==> config.mk <==
export PLATFORM = sky130hd
export DESIGN_NAME = pipeline_ctrl_sequencer
export DESIGN_NICKNAME = d
export VERILOG_FILES = /design/src/rtl/pl_ctrl_pkg.sv /design/src/rtl/sat_counter.sv /design/src/rtl/pipeline_ctrl_sequencer.sv
export SDC_FILE = /design/constraint.sdc
export NUM_CORES = 1
export LEC_CHECK = 0
export ABC_CLOCK_PERIOD_IN_PS = 3360
export CAP_MARGIN = 20
export CORE_UTILIZATION = 45
export DETAILED_ROUTE_END_ITERATION = 7
export PLACE_DENSITY = 0.72
export SETUP_SLACK_MARGIN = 0.1
export SLEW_MARGIN = 20
export SYNTH_ARGS = -nofsm -noshare
export SYNTH_HDL_FRONTEND = slang
export SYNTH_SLANG_ARGS = --single-unit
==> constraint.sdc <==
create_clock -name i_clk -period 3.36 [get_ports i_clk]
set_input_delay 0.336 -clock i_clk [delete_from_list [all_inputs] [get_ports i_clk]]
set_output_delay 0.336 -clock i_clk [all_outputs]
set_load 0.1 [all_outputs]
==> src/rtl/pl_ctrl_pkg.sv <==
// Shared types for the pipeline control sequencer.
//   ctrl_state_e : sequencer FSM states (encoding is visible on o_state)
//   ctrl_out_t   : the five register enables and three bubble flushes
//   NOP_INSN     : instruction word a flushed register is loaded with
package pl_ctrl_pkg;

    typedef enum logic [1:0] {
        RUN      = 2'd0,
        DWAIT    = 2'd1,
        IWAIT    = 2'd2,
        IDISCARD = 2'd3
    } ctrl_state_e;

    typedef struct packed {
        logic en_pc;
        logic en_if_id;
        logic en_id_ex;
        logic en_ex_mem;
        logic en_mem_wb;
        logic flush_if_id;
        logic flush_id_ex;
        logic flush_mem_wb;
    } ctrl_out_t;

    // Everything advances, nothing squashed.
    localparam ctrl_out_t CTRL_RUN   = 8'b11111_000;
    // Held in reset: nothing advances, every register holds a bubble.
    localparam ctrl_out_t CTRL_RST   = 8'b00000_111;
    // Data memory outstanding: only WB moves, and it takes a bubble.
    localparam ctrl_out_t CTRL_DWAIT = 8'b00001_001;

    localparam logic [31:0] NOP_INSN = 32'h0000_0013;

endpackage

==> src/rtl/sat_counter.sv <==
// Saturating up-counter.
//   i_clk, i_rst_n : clock, asynchronous active-low reset (clears to 0)
//   i_inc          : add one this cycle unless already all-ones
//   o_cnt          : current count
module sat_counter #(
    parameter int W = 32
) (
    input  logic         i_clk,
    input  logic         i_rst_n,
    input  logic         i_inc,
    output logic [W-1:0] o_cnt
);

    logic [W-1:0] cnt_q, cnt_d;

    always_comb begin
        cnt_d = cnt_q;
        if (i_inc && (cnt_q != {W{1'b1}}))
            cnt_d = cnt_q + 1'b1;
    end

    always_ff @(posedge i_clk or negedge i_rst_n) begin
        if (!i_rst_n) cnt_q <= '0;
        else          cnt_q <= cnt_d;
    end

    assign o_cnt = cnt_q;

endmodule

==> src/rtl/pipeline_ctrl_sequencer.sv <==
// Central stall/flush sequencer for the 5-stage RV32I pipeline.
// Merges hazard-unit requests (load-use, mispredict) with the data- and
// instruction-memory handshakes into per-stage enables and bubble flushes.
// Enables/flushes are Mealy outputs; state, wait timer and perf counters are
// registered.
//   i_clk, i_reset     : clock, asynchronous active-low reset
//   i_load_use         : ID depends on a load in EX
//   i_mispredict       : branch/jump in EX resolved against prediction
//   i_dmem_req/ack     : MEM-stage access pending / completing
//   i_imem_ack         : fetch at PC returns this cycle
//   o_en_*, o_flush_*  : pipeline register enables and bubble loads
//   o_state            : FSM state (debug)
//   o_bus_err          : one-cycle pulse after a wait timeout
//   o_stall_cnt        : cycles with o_en_pc=0 (saturating)
//   o_flush_cnt        : mispredict flush events (saturating)
module pipeline_ctrl_sequencer
    import pl_ctrl_pkg::*;
#(
    parameter int CNT_W        = 32,
    parameter int WAIT_TIMEOUT = 255
) (
    input  logic             i_clk,
    input  logic             i_reset,
    input  logic             i_load_use,
    input  logic             i_mispredict,
    input  logic             i_dmem_req,
    input  logic             i_dmem_ack,
    input  logic             i_imem_ack,
    output logic             o_en_pc,
    output logic             o_en_if_id,
    output logic             o_en_id_ex,
    output logic             o_en_ex_mem,
    output logic             o_en_mem_wb,
    output logic             o_flush_if_id,
    output logic             o_flush_id_ex,
    output logic             o_flush_mem_wb,
    output logic [1:0]       o_state,
    output logic             o_bus_err,
    output logic [CNT_W-1:0] o_stall_cnt,
    output logic [CNT_W-1:0] o_flush_cnt
);

    localparam bit          TO_EN   = (WAIT_TIMEOUT != 0);
    localparam int          TO_W    = (WAIT_TIMEOUT > 1) ? $clog2(WAIT_TIMEOUT) : 1;
    localparam logic [TO_W-1:0] TO_LAST = TO_W'(WAIT_TIMEOUT - 1);

    ctrl_state_e     state_q, state_d;
    logic [TO_W-1:0] wait_cnt_q, wait_cnt_d;
    // Which handshake timed out; the flag doubles as a forced ack for the
    // cycle o_bus_err is high, so the abandoned access is not re-waited.
    logic            to_dmem_q, to_dmem_d;
    logic            to_imem_q, to_imem_d;
    logic            dwait, imiss, timeout, flush_evt;
    ctrl_out_t       ctrl, ctrl_out;

    assign dwait = i_dmem_req && !(i_dmem_ack || to_dmem_q);
    assign imiss = !(i_imem_ack || to_imem_q);

    always_comb begin
        ctrl      = CTRL_RUN;
        state_d   = state_q;
        flush_evt = 1'b0;

        if (state_q == IDISCARD) begin
            if (dwait) begin
                // Front end is frozen, so a wrong-path word arriving now is
                // simply never latched; only the data wait remains.
                ctrl    = CTRL_DWAIT;
                state_d = imiss ? IDISCARD : DWAIT;
            end else begin
                ctrl.flush_if_id = 1'b1;
                ctrl.en_pc       = !imiss;
                if (i_mispredict) begin
                    ctrl.flush_id_ex = 1'b1;
                    flush_evt        = 1'b1;
                end
                state_d = imiss ? IDISCARD : RUN;
            end
        end else begin
            // RUN, IWAIT, and the ack cycle of DWAIT share one priority chain.
            if (dwait) begin
                ctrl    = CTRL_DWAIT;
                state_d = DWAIT;
            end else if (i_mispredict) begin
                ctrl.flush_if_id = 1'b1;
                ctrl.flush_id_ex = 1'b1;
                flush_evt        = 1'b1;
                state_d          = imiss ? IDISCARD : RUN;
            end else if (i_load_use) begin
                ctrl.en_pc       = 1'b0;
                ctrl.en_if_id    = 1'b0;
                ctrl.flush_id_ex = 1'b1;
                state_d          = (state_q == IWAIT && imiss) ? IWAIT : RUN;
            end else if (imiss) begin
                ctrl.en_pc       = 1'b0;
                ctrl.flush_if_id = 1'b1;
                state_d          = IWAIT;
            end else begin
                state_d = RUN;
            end
        end

        // Timeout only fires when the FSM would otherwise keep waiting.
        timeout = TO_EN && (state_q != RUN) && (state_d == state_q) &&
                  (wait_cnt_q == TO_LAST);
        if (timeout) state_d = RUN;
        to_dmem_d = timeout && (state_q == DWAIT);
        to_imem_d = timeout && (state_q != DWAIT);

        if (state_d == RUN || state_d != state_q) wait_cnt_d = '0;
        else                                      wait_cnt_d = wait_cnt_q + 1'b1;

        ctrl_out = i_reset ? ctrl : CTRL_RST;
    end

    always_ff @(posedge i_clk or negedge i_reset) begin
        if (!i_reset) begin
            state_q    <= RUN;
            wait_cnt_q <= '0;
            to_dmem_q  <= 1'b0;
            to_imem_q  <= 1'b0;
        end else begin
            state_q    <= state_d;
            wait_cnt_q <= wait_cnt_d;
            to_dmem_q  <= to_dmem_d;
            to_imem_q  <= to_imem_d;
        end
    end

    sat_counter #(.W(CNT_W)) u_stall_cnt (
        .i_clk   (i_clk),
        .i_rst_n (i_reset),
        .i_inc   (!ctrl_out.en_pc),
        .o_cnt   (o_stall_cnt)
    );

    sat_counter #(.W(CNT_W)) u_flush_cnt (
        .i_clk   (i_clk),
        .i_rst_n (i_reset),
        .i_inc   (flush_evt),
        .o_cnt   (o_flush_cnt)
    );

    assign o_en_pc        = ctrl_out.en_pc;
    assign o_en_if_id     = ctrl_out.en_if_id;
    assign o_en_id_ex     = ctrl_out.en_id_ex;
    assign o_en_ex_mem    = ctrl_out.en_ex_mem;
    assign o_en_mem_wb    = ctrl_out.en_mem_wb;
    assign o_flush_if_id  = ctrl_out.flush_if_id;
    assign o_flush_id_ex  = ctrl_out.flush_id_ex;
    assign o_flush_mem_wb = ctrl_out.flush_mem_wb;
    assign o_state        = state_q;
    assign o_bus_err      = to_dmem_q | to_imem_q;

endmodule
Word-level counts from Yosys, hierarchy flattened
Index checks and enable logic that the tools add are counted.

Bitwise gates (word level): 1. Reduce and logical (&&, ||, !) cells: 16. $add $sub $neg: 3. Multiplexer cells: 30. Eq/ne operators: 9.

Operators with widths (number): $add 32x1->32 const B (2); $ne 32x32->1 const B (2); $mux 2 (15); $mux 8 (3); $mux 1 (10); $add 8x1->8 const B (1); $eq 8x8->1 const B (1); $logic_and 1x1->1 (8); $eq 2x2->1 const B (2); $mux 4 (1); $logic_not 1->1 (3); $logic_or 1x1->1 (3); $mux 3 (1); $eq 2x1->1 const B (1); $eq 2x2->1 (1); $logic_not 2->1 (1); $ne 2x1->1 const B (1); $ne 2x2->1 (1); $reduce_bool 2->1 (1); $or 1x1->1 (1).

Bits in registers: 76. Input port bits: 7. Word-level logic and storage cells: 65. Output and inout port bits: 75.

Longest topological paths before layout
Gate-level depths: netlist of the first run.

Depth in word-level cells: 15. Mapped depth: 7. Depth with buffers taken out: 6.

Cells and area by module
From an unflattened synthesis of the first run, not the netlist that was laid out.

Cell total of the unflattened synthesis: 383. Area, all modules: 4007.6 um^2.

Modules (own cells, without submodules): sat_counter (instances 2, cells each 151, area each 1624.1 um^2); pipeline_ctrl_sequencer (instances 1, cells each 81, area each 759.5 um^2).

Least setup slack after synthesis of the first run
Ideal clock, no wire load.

Kind: register -> output. Start point: register state_q[0] (netlist: o_state[0]). End point: output port o_flush_if_id. Cell stages (with the launch flop): 4. Arrival: 3443 ps. Slack: -419 ps. Cell sequence: dfrtp_1 -> a21oi_1 -> a21boi_0 -> o21ai_0.

Longest elaborated chain between the ends: 3.

Ends and longest elaborated chain: start: declaration (line pipeline_ctrl_sequencer.sv:47) `ctrl_state_e state_q, state_d;`; start signal: assignment (line pipeline_ctrl_sequencer.sv:123) `state_q <= state_d;`; $eq 2x2->1 (line pipeline_ctrl_sequencer.sv:64) `if (state_q == IDISCARD) begin`; $mux 8 (line pipeline_ctrl_sequencer.sv:64); $mux 8 (line pipeline_ctrl_sequencer.sv:113) `ctrl_out = i_reset ? ctrl : CTRL_RST;`; end: declaration (line pipeline_ctrl_sequencer.sv:34) `output logic o_flush_if_id,`.

Every way passes these cells.

Worst setup path in the final report of the first run
Start point: input port i_reset. End point: output port o_en_pc.

Longest elaborated chain between the ends: 1.

Ends and longest elaborated chain: start: declaration (line pipeline_ctrl_sequencer.sv:23) `input logic i_reset,`; $mux 8 (line pipeline_ctrl_sequencer.sv:113); end: declaration (line pipeline_ctrl_sequencer.sv:29) `output logic o_en_pc,`.

Every way passes these cells.

==> results of run 1 <==
power breakdown:
| part | switching, uW | internal, uW |
|---|---|---|
| sequential | 171 | 1050 |
| combinational | 1220 | 354 |
| clock | 345 | 362 |
| total | 1740 | 1760 |
area by class of cell:
cell class / instances / area, um2
Clock buffer: 10 / 138
Clock inverter: 6 / 63.8
Fill cell: 663 / 3020
Inverter: 13 / 48.8
Multi-Input combinational cell: 269 / 1740
Sequential cell: 76 / 1900
Tap cell: 102 / 128
Timing Repair Buffer: 88 / 856
final timing paths:
check	from	endpoint	slack, ns	cells past startpoint
min in group asynchronous	i_reset	u_stall_cnt.o_cnt[0]$_DFFE_PN0P_	0.48	2
worst min register to register	to_imem_q$_DFF_PN0_	o_state[1]$_DFF_PN0_	0.47	1
max in group asynchronous	i_reset	u_stall_cnt.o_cnt[23]$_DFFE_PN0P_	2.15	3
worst min-delay path	to_imem_q$_DFF_PN0_	o_state[1]$_DFF_PN0_	0.47	1
worst max register to register	u_stall_cnt.o_cnt[0]$_DFFE_PN0P_	u_stall_cnt.o_cnt[1]$_DFFE_PN0P_	0.94	7
worst max-delay path	i_reset	o_en_pc	0.82	6
synthesized netlist by cell type, types with 4 or more instances:
cell type,instances,area [um2]
inv_1,13,48.8
clkbuf_1,5,18.8
nand4_1,14,87.6
and3_1,4,25.0
and4_1,6,52.6
nor4_1,14,87.6
mux2_2,4,45.0
xor2_1,47,412
xnor2_1,17,149
dfrtp_1,76,1900
nor3b_1,4,30.0
nand3_1,31,155
nor2_1,40,150
nand2_1,25,93.8
buf_4,4,30.0
o21ai_0,4,20.0
nor3_1,17,85.1
ha_1,4,50.1
state kept, by name, indices dropped and copies added, names as in the netlist:
signal             count
to_imem_q              1
u_stall_cnt.o_cnt     32
u_flush_cnt.o_cnt     32
o_state                2
to_dmem_q              1
wait_cnt_q             8
metal layers:
layer	part of all wire (%)	up-vias	GRT usage (%)
li1	-	1460	-
met1	45	1488	28.6
met2	49	79	34.1
met3	4.0	15	5.69
met4	2.0	0	7.82
met5	0	-	0
layout by cell type, fill, tap and decap left out, types with 3 or more instances in the layout:
cell	count
dfrtp_1	76
clkdlybuf4s50_1	72
xor2_1	47
nor2_1	40
nand3_1	31
nand2_1	25
xnor2_1	17
nor3_1	17
nand4_1	14
nor4_1	14
buf_4	14
inv_1	13
clkbuf_8	10
and4_1	6
nor3b_1	4
and3_1	4
mux2_2	4
ha_1	4
a21oi_1	3
nand2b_1	3
nor2b_1	3
o21ai_0	3
and2_1	3
o211ai_1	3
nor4b_1	3
stage by stage:
step                      total power, uW  setup WS (ns)  hold slack [ns]  cell area (um2)
after floorplan                      2430          0.111           0.0404             3740
after global placement               2800          0.896            0.300             4660
after detailed placement             2820          0.865            0.303             4660
after CTS                            3530          0.817            0.470             4870
after global routing                 3640          0.637            0.509             4870
final                                3500          0.818            0.474             4870
cell families after synthesis:
family / count (synthesis)
AO/OA/AOI/OAI: 23
buffers and inverters: 22
adder cells (fa/ha/maj): 4
flip-flops: 76
multiplexers: 4
XOR/XNOR: 64
AND/OR/NAND/NOR: 174
==> metrics.txt, run 1 <==
max-slew violation count=0; Initial Utilization=a little under half; CTS max path bufs=2; gr usage total=approximately 22%; Simple-Gate Fraction of Synth Area=24.6%; synthesized flop and latch total=76; chip width=around 93 um; total number of clock tree sinks=76; main combinational cell family by area after synthesis=simple AND/OR/NAND/NOR gates; routed via count=roughly 3000; Power Density=around 720 nW/um2; First-pass DRT Iterations=4; Critical Path Slowest Stage Cell=dlygate4sd3_1; clk slew on worst S/H paths=0.08 ns; Synth Cell Area=approximately 3700 um2; library cells used by synthesis=41; Area Growth Syn to Fin=30.4%; post-synthesis compound-gate area fraction=between 4 and 5%; Synth Instances=approximately 370; Post-synth EDFFs=0; status=finished clean; hpwl dp=between 6000 and 7000 um; initial antenna violation count=0; CP required=around 3 ns; Setup Total Neg Slack=0 ns; H-tree lvl count=3; Leakage=between 0.002 and 0.0025 uW; Synthesis Warnings=0; Avg Inst Size Synth=approximately 10 um2; worst-margin pin slew=around 1 ns; total die area=a little under 9000 um2; minimum clock period=2.54 ns; DRC viols=0; worst min path class=reg -> reg; Main synth FF type=dfrtp_1; Post-DRT Antenna Nets=0; Placed Cells=547; Final Instance Count excl. Fillers=approximately 560; fraction of layout cells with a size suffix above 1=under 10%; port bufs=just over 80; most frequent cell on the critical path=buf_4; I/O pin count=slightly above 80; maximum achievable frequency=roughly 390 MHz; WL final=about 8400 um; Fin. Hold Viols=0; Final period util=75.6%; Final Setup Violations=0; drt initial violations=202; fin util=between 60% and 70%; WL/cell=around 15 um; core footprint=between 7000 and 8000 um2; syn_nets=~380; CP peak stage delay=roughly 0.54 ns; post-CTS sizing=0; setup bufs post-CTS=0; Largest delay share family, worst path=buffers and inverters; die span in y=between 90 and 100 um; RSZ-0062 raised after global routing=false; DR vias/cell=5.39; peak supply drop=about 0.82 mV; Post-synth ARST share=100%; CTS tree=done; first-pass GRT wire length=approximately 15000 um; Relative slew margins=between 30% and 40%; post-synthesis mux area share=under 10%; Max Cap Viol=0; root buf cell=clkbuf_8; clk_lat worst skew=between 0.3 and 0.4 ns; largest net degree at the start of global routing=34; ant diodes=0; crit path capture type=output port; register area share after synthesis=slightly above 50%; CP arrival=2.21 ns; gp weighted congestion=approximately 0.88; vias in the first global route=between 2000 and 3000; sequence of cells on the critical path=dlygate4sd3_1 > buf_4 > nand2_1 > nor2_1 > buf_4 > buf_12; fin nets=468; startpoint type of the worst setup path=input port; worst clock skew=0.0123 ns; CP Buf/Inv Count=4; CTS Hold Bufs=1; Synth Area in Adders=between 1 and 1.5%; total congestion overflow=0; row count=32; CP Class=in -> out; worst-path fanout max=33; Post-Synth XOR/XNOR Area=between 15 and 20%; Num CTS Buffers=9
Power figures use the tool's default switching activity.
==> run 2: changes to the inputs <==
- ABC_CLOCK_PERIOD_IN_PS: 3360 -> 2050
- PLACE_DENSITY: 0.72 -> 0.75
- clock period: 3.36 -> 2.05 ns (I/O delays scaled with it)
==> run 2 against run 1 <==
- the run now ends with setup timing left
- power increased by 80%
- clock-buffer cell count decreased by 1
- clock power increased by 60%
- sequential power increased by 75%
- core utilization increased by 13 points
- register-to-register slack got worse by 0.99 ns
- non-clock buffer count increased by 60
- setup slack got worse by 0.86 ns
- sequential share of layout area decreased by 3.5 points
- via count increased by 11%
- critical path depth increased by 2
- critical path type is now reg -> reg
- critical endpoint is now u_stall_cnt.o_cnt[11]$_DFFE_PN0P_
- largest cell class is now multi-input combinational cells
- highest routed layer unchanged
==> metrics.txt, run 2 (synthesis gave the netlist of run 1 again) <==
status=finished, violations left; violated checks=setup timing; met2 GRT Util=between 30 and 40%; initial antenna violation count=0; worst min path class=in -> reg; drt initial violations=188; chip width=just over 90 um; Critical Path Slowest Stage Cell=or4_4; Power Density=1070 nW/um2; worst-margin pin slew=approximately 0.71 ns; total congestion overflow=0; Area Growth Syn to Fin=58.0%; worst clock skew=roughly 0.011 ns; fin util=between 70% and 80%; vias in the first global route=between 3000 and 4000; CTS max path bufs=2; Num CTS Buffers=9; Comb power frac=between 40% and 50%; most used routing layer=met2; most frequent cells in the layout=buf_4, xor2_1, dfrtp_4; H-tree lvl count=3; WL final=a little over 10000 um; sequence of cells on the critical path=ha_4 > nand3_4 > or4_4 > nor4_4 > buf_6 > buf_6 > nor4b_1 > xnor2_1; Relative slew margins=a little over half; most frequent cell on the critical path=buf_6; Leakage=about 0.0025 uW; row count=32; routed via count=between 3000 and 4000; maximum achievable frequency=roughly 480 MHz; WL/cell=approximately 16 um; Reg2Reg Depth=8; clk slew on worst S/H paths=roughly 0.08 ns; CP Class=reg -> reg; CP required=approximately 2.3 ns; CP peak stage delay=roughly 0.45 ns; Final period util=102%; met1 Use GR=28.2%; Post-DRT Antenna Nets=0; Max Cap Viol=0; RSZ-0062 raised after global routing=true; ant diodes=0; clock share of power=roughly 18%; worst-path fanout max=6; minimum clock period=about 2.1 ns; met3 global-route usage=5.93%; die span in y=93.1 um; I/O pin count=between 80 and 90; gp weighted congestion=0.831; smallest hold slack=between 0.4 and 0.5 ns; total number of cells along the worst setup path=8; core footprint=just under 8000 um2; WHS Path Cells=2; port bufs=81; gr usage total=around 23%; Internal=3190 uW; Fin. Hold Viols=0; most common cell after layout, fill and taps aside=buf_4; DRC viols=0; DR vias/cell=roughly 5.4; CP arrival=2.34 ns; max-slew violation count=0; Seq pwr share=between 30% and 40%; peak supply drop=roughly 0.79 mV; Initial Utilization=47.4%; CTS tree=done; switching portion of total power=approximately half; fin nets=between 500 and 600; largest net degree at the start of global routing=57; Switching Power=3120 uW; fraction of layout cells with a size suffix above 1=53.4%; crit path capture type=flip-flop; Final Setup Violations=4; first-pass GRT wire length=between 15000 and 20000 um; startpoint type of the worst setup path=flip-flop; First-pass DRT Iterations=5; Largest delay share family, worst path=simple AND/OR/NAND/NOR gates; total die area=between 8000 and 9000 um2; hpwl dp=~6600 um; reg2reg setup slack=-0.05 ns; clk_lat worst skew=between 0.3 and 0.4 ns; root buf cell=clkbuf_8; CP Buf/Inv Count=2; total number of clock tree sinks=between 70 and 80; setup ws final=-0.0464 ns
## run 2: cell count changes in the layout (fill, tap and decap cells not counted), moves of 10 or more
cell	before	now
dfrtp_4	0	45
dfrtp_1	76	10
nor4_1	14	4
nor3_1	17	5
dfrtp_2	0	21
clkdlybuf4s50_1	72	5
buf_4	14	124
## run 2: through the flow
step / worst slack, ns / power [uW] / TNS (ns) / instance area, um2 / instances
after floorplan: -0.206 / 4200 / -4.87 / 4110 / 367
after global placement: -0.00939 / 4900 / -0.0126 / 5250 / 589
after detailed placement: -0.0866 / 4930 / -0.254 / 5250 / 589
after CTS: 0.0654 / 6150 / 0 / 5570 / 612
after global routing: -0.0970 / 6550 / -1.37 / 5900 / 624
final: -0.0464 / 6300 / -0.0661 / 5900 / 624
## run 2: timing repair
| action | 4_1_cts | 5_1_grt |
|---|---|---|
| pin swaps | 4 | 18 |
| endpoints found under the hold margin | 20 | 0 |
| cloned | 2 | 1 |
| buffers inserted | 4 | 11 |
| setup endpoints to repair | 22 | 54 |
| resized for setup | 14 | 39 |
| hold buffers | 1 | 0 |
## run 2: final timing paths
| check | start | to |
|---|---|---|
| setup / recovery | u_stall_cnt.o_cnt[1]$_DFFE_PN0P_ | u_stall_cnt.o_cnt[11]$_DFFE_PN0P_ |
| hold / removal | i_imem_ack | o_state[1]$_DFF_PN0_ |
| setup reg to reg | u_stall_cnt.o_cnt[1]$_DFFE_PN0P_ | u_stall_cnt.o_cnt[11]$_DFFE_PN0P_ |
| hold reg to reg | u_flush_cnt.o_cnt[16]$_DFFE_PN0P_ | u_flush_cnt.o_cnt[16]$_DFFE_PN0P_ |
| max in group asynchronous | i_reset | u_flush_cnt.o_cnt[5]$_DFFE_PN0P_ |
| min in group asynchronous | i_reset | u_stall_cnt.o_cnt[4]$_DFFE_PN0P_ |
## run 2: layout make-up
type / count / area [um2]
clock buffers: 9 / 124
clock inverters: 7 / 67.6
fillers: 497 / 1980
inverters: 13 / 52.6
multi-input cells: 269 / 2120
flip-flops and latches: 76 / 2100
well taps: 102 / 128
repair buffers: 148 / 1320
## run 2: power groups by stage
| stage | clock network [uW] | registers (uW) | logic, uW |
|---|---|---|---|
| global placement | 0 | 2160 | 2730 |
| global route | 1220 | 2160 | 3160 |
| CTS | 1150 | 2120 | 2870 |
| finish | 1130 | 2130 | 3040 |
| detailed placement | 0 | 2160 | 2770 |
| floorplan | 0 | 3670 | 532 |
## run 2: metal layers
metal	wire length, um	up-vias
met4	205	0
met1	4290	1657
li1	-	1585
met2	5060	120
met3	527	14
met5	0	-
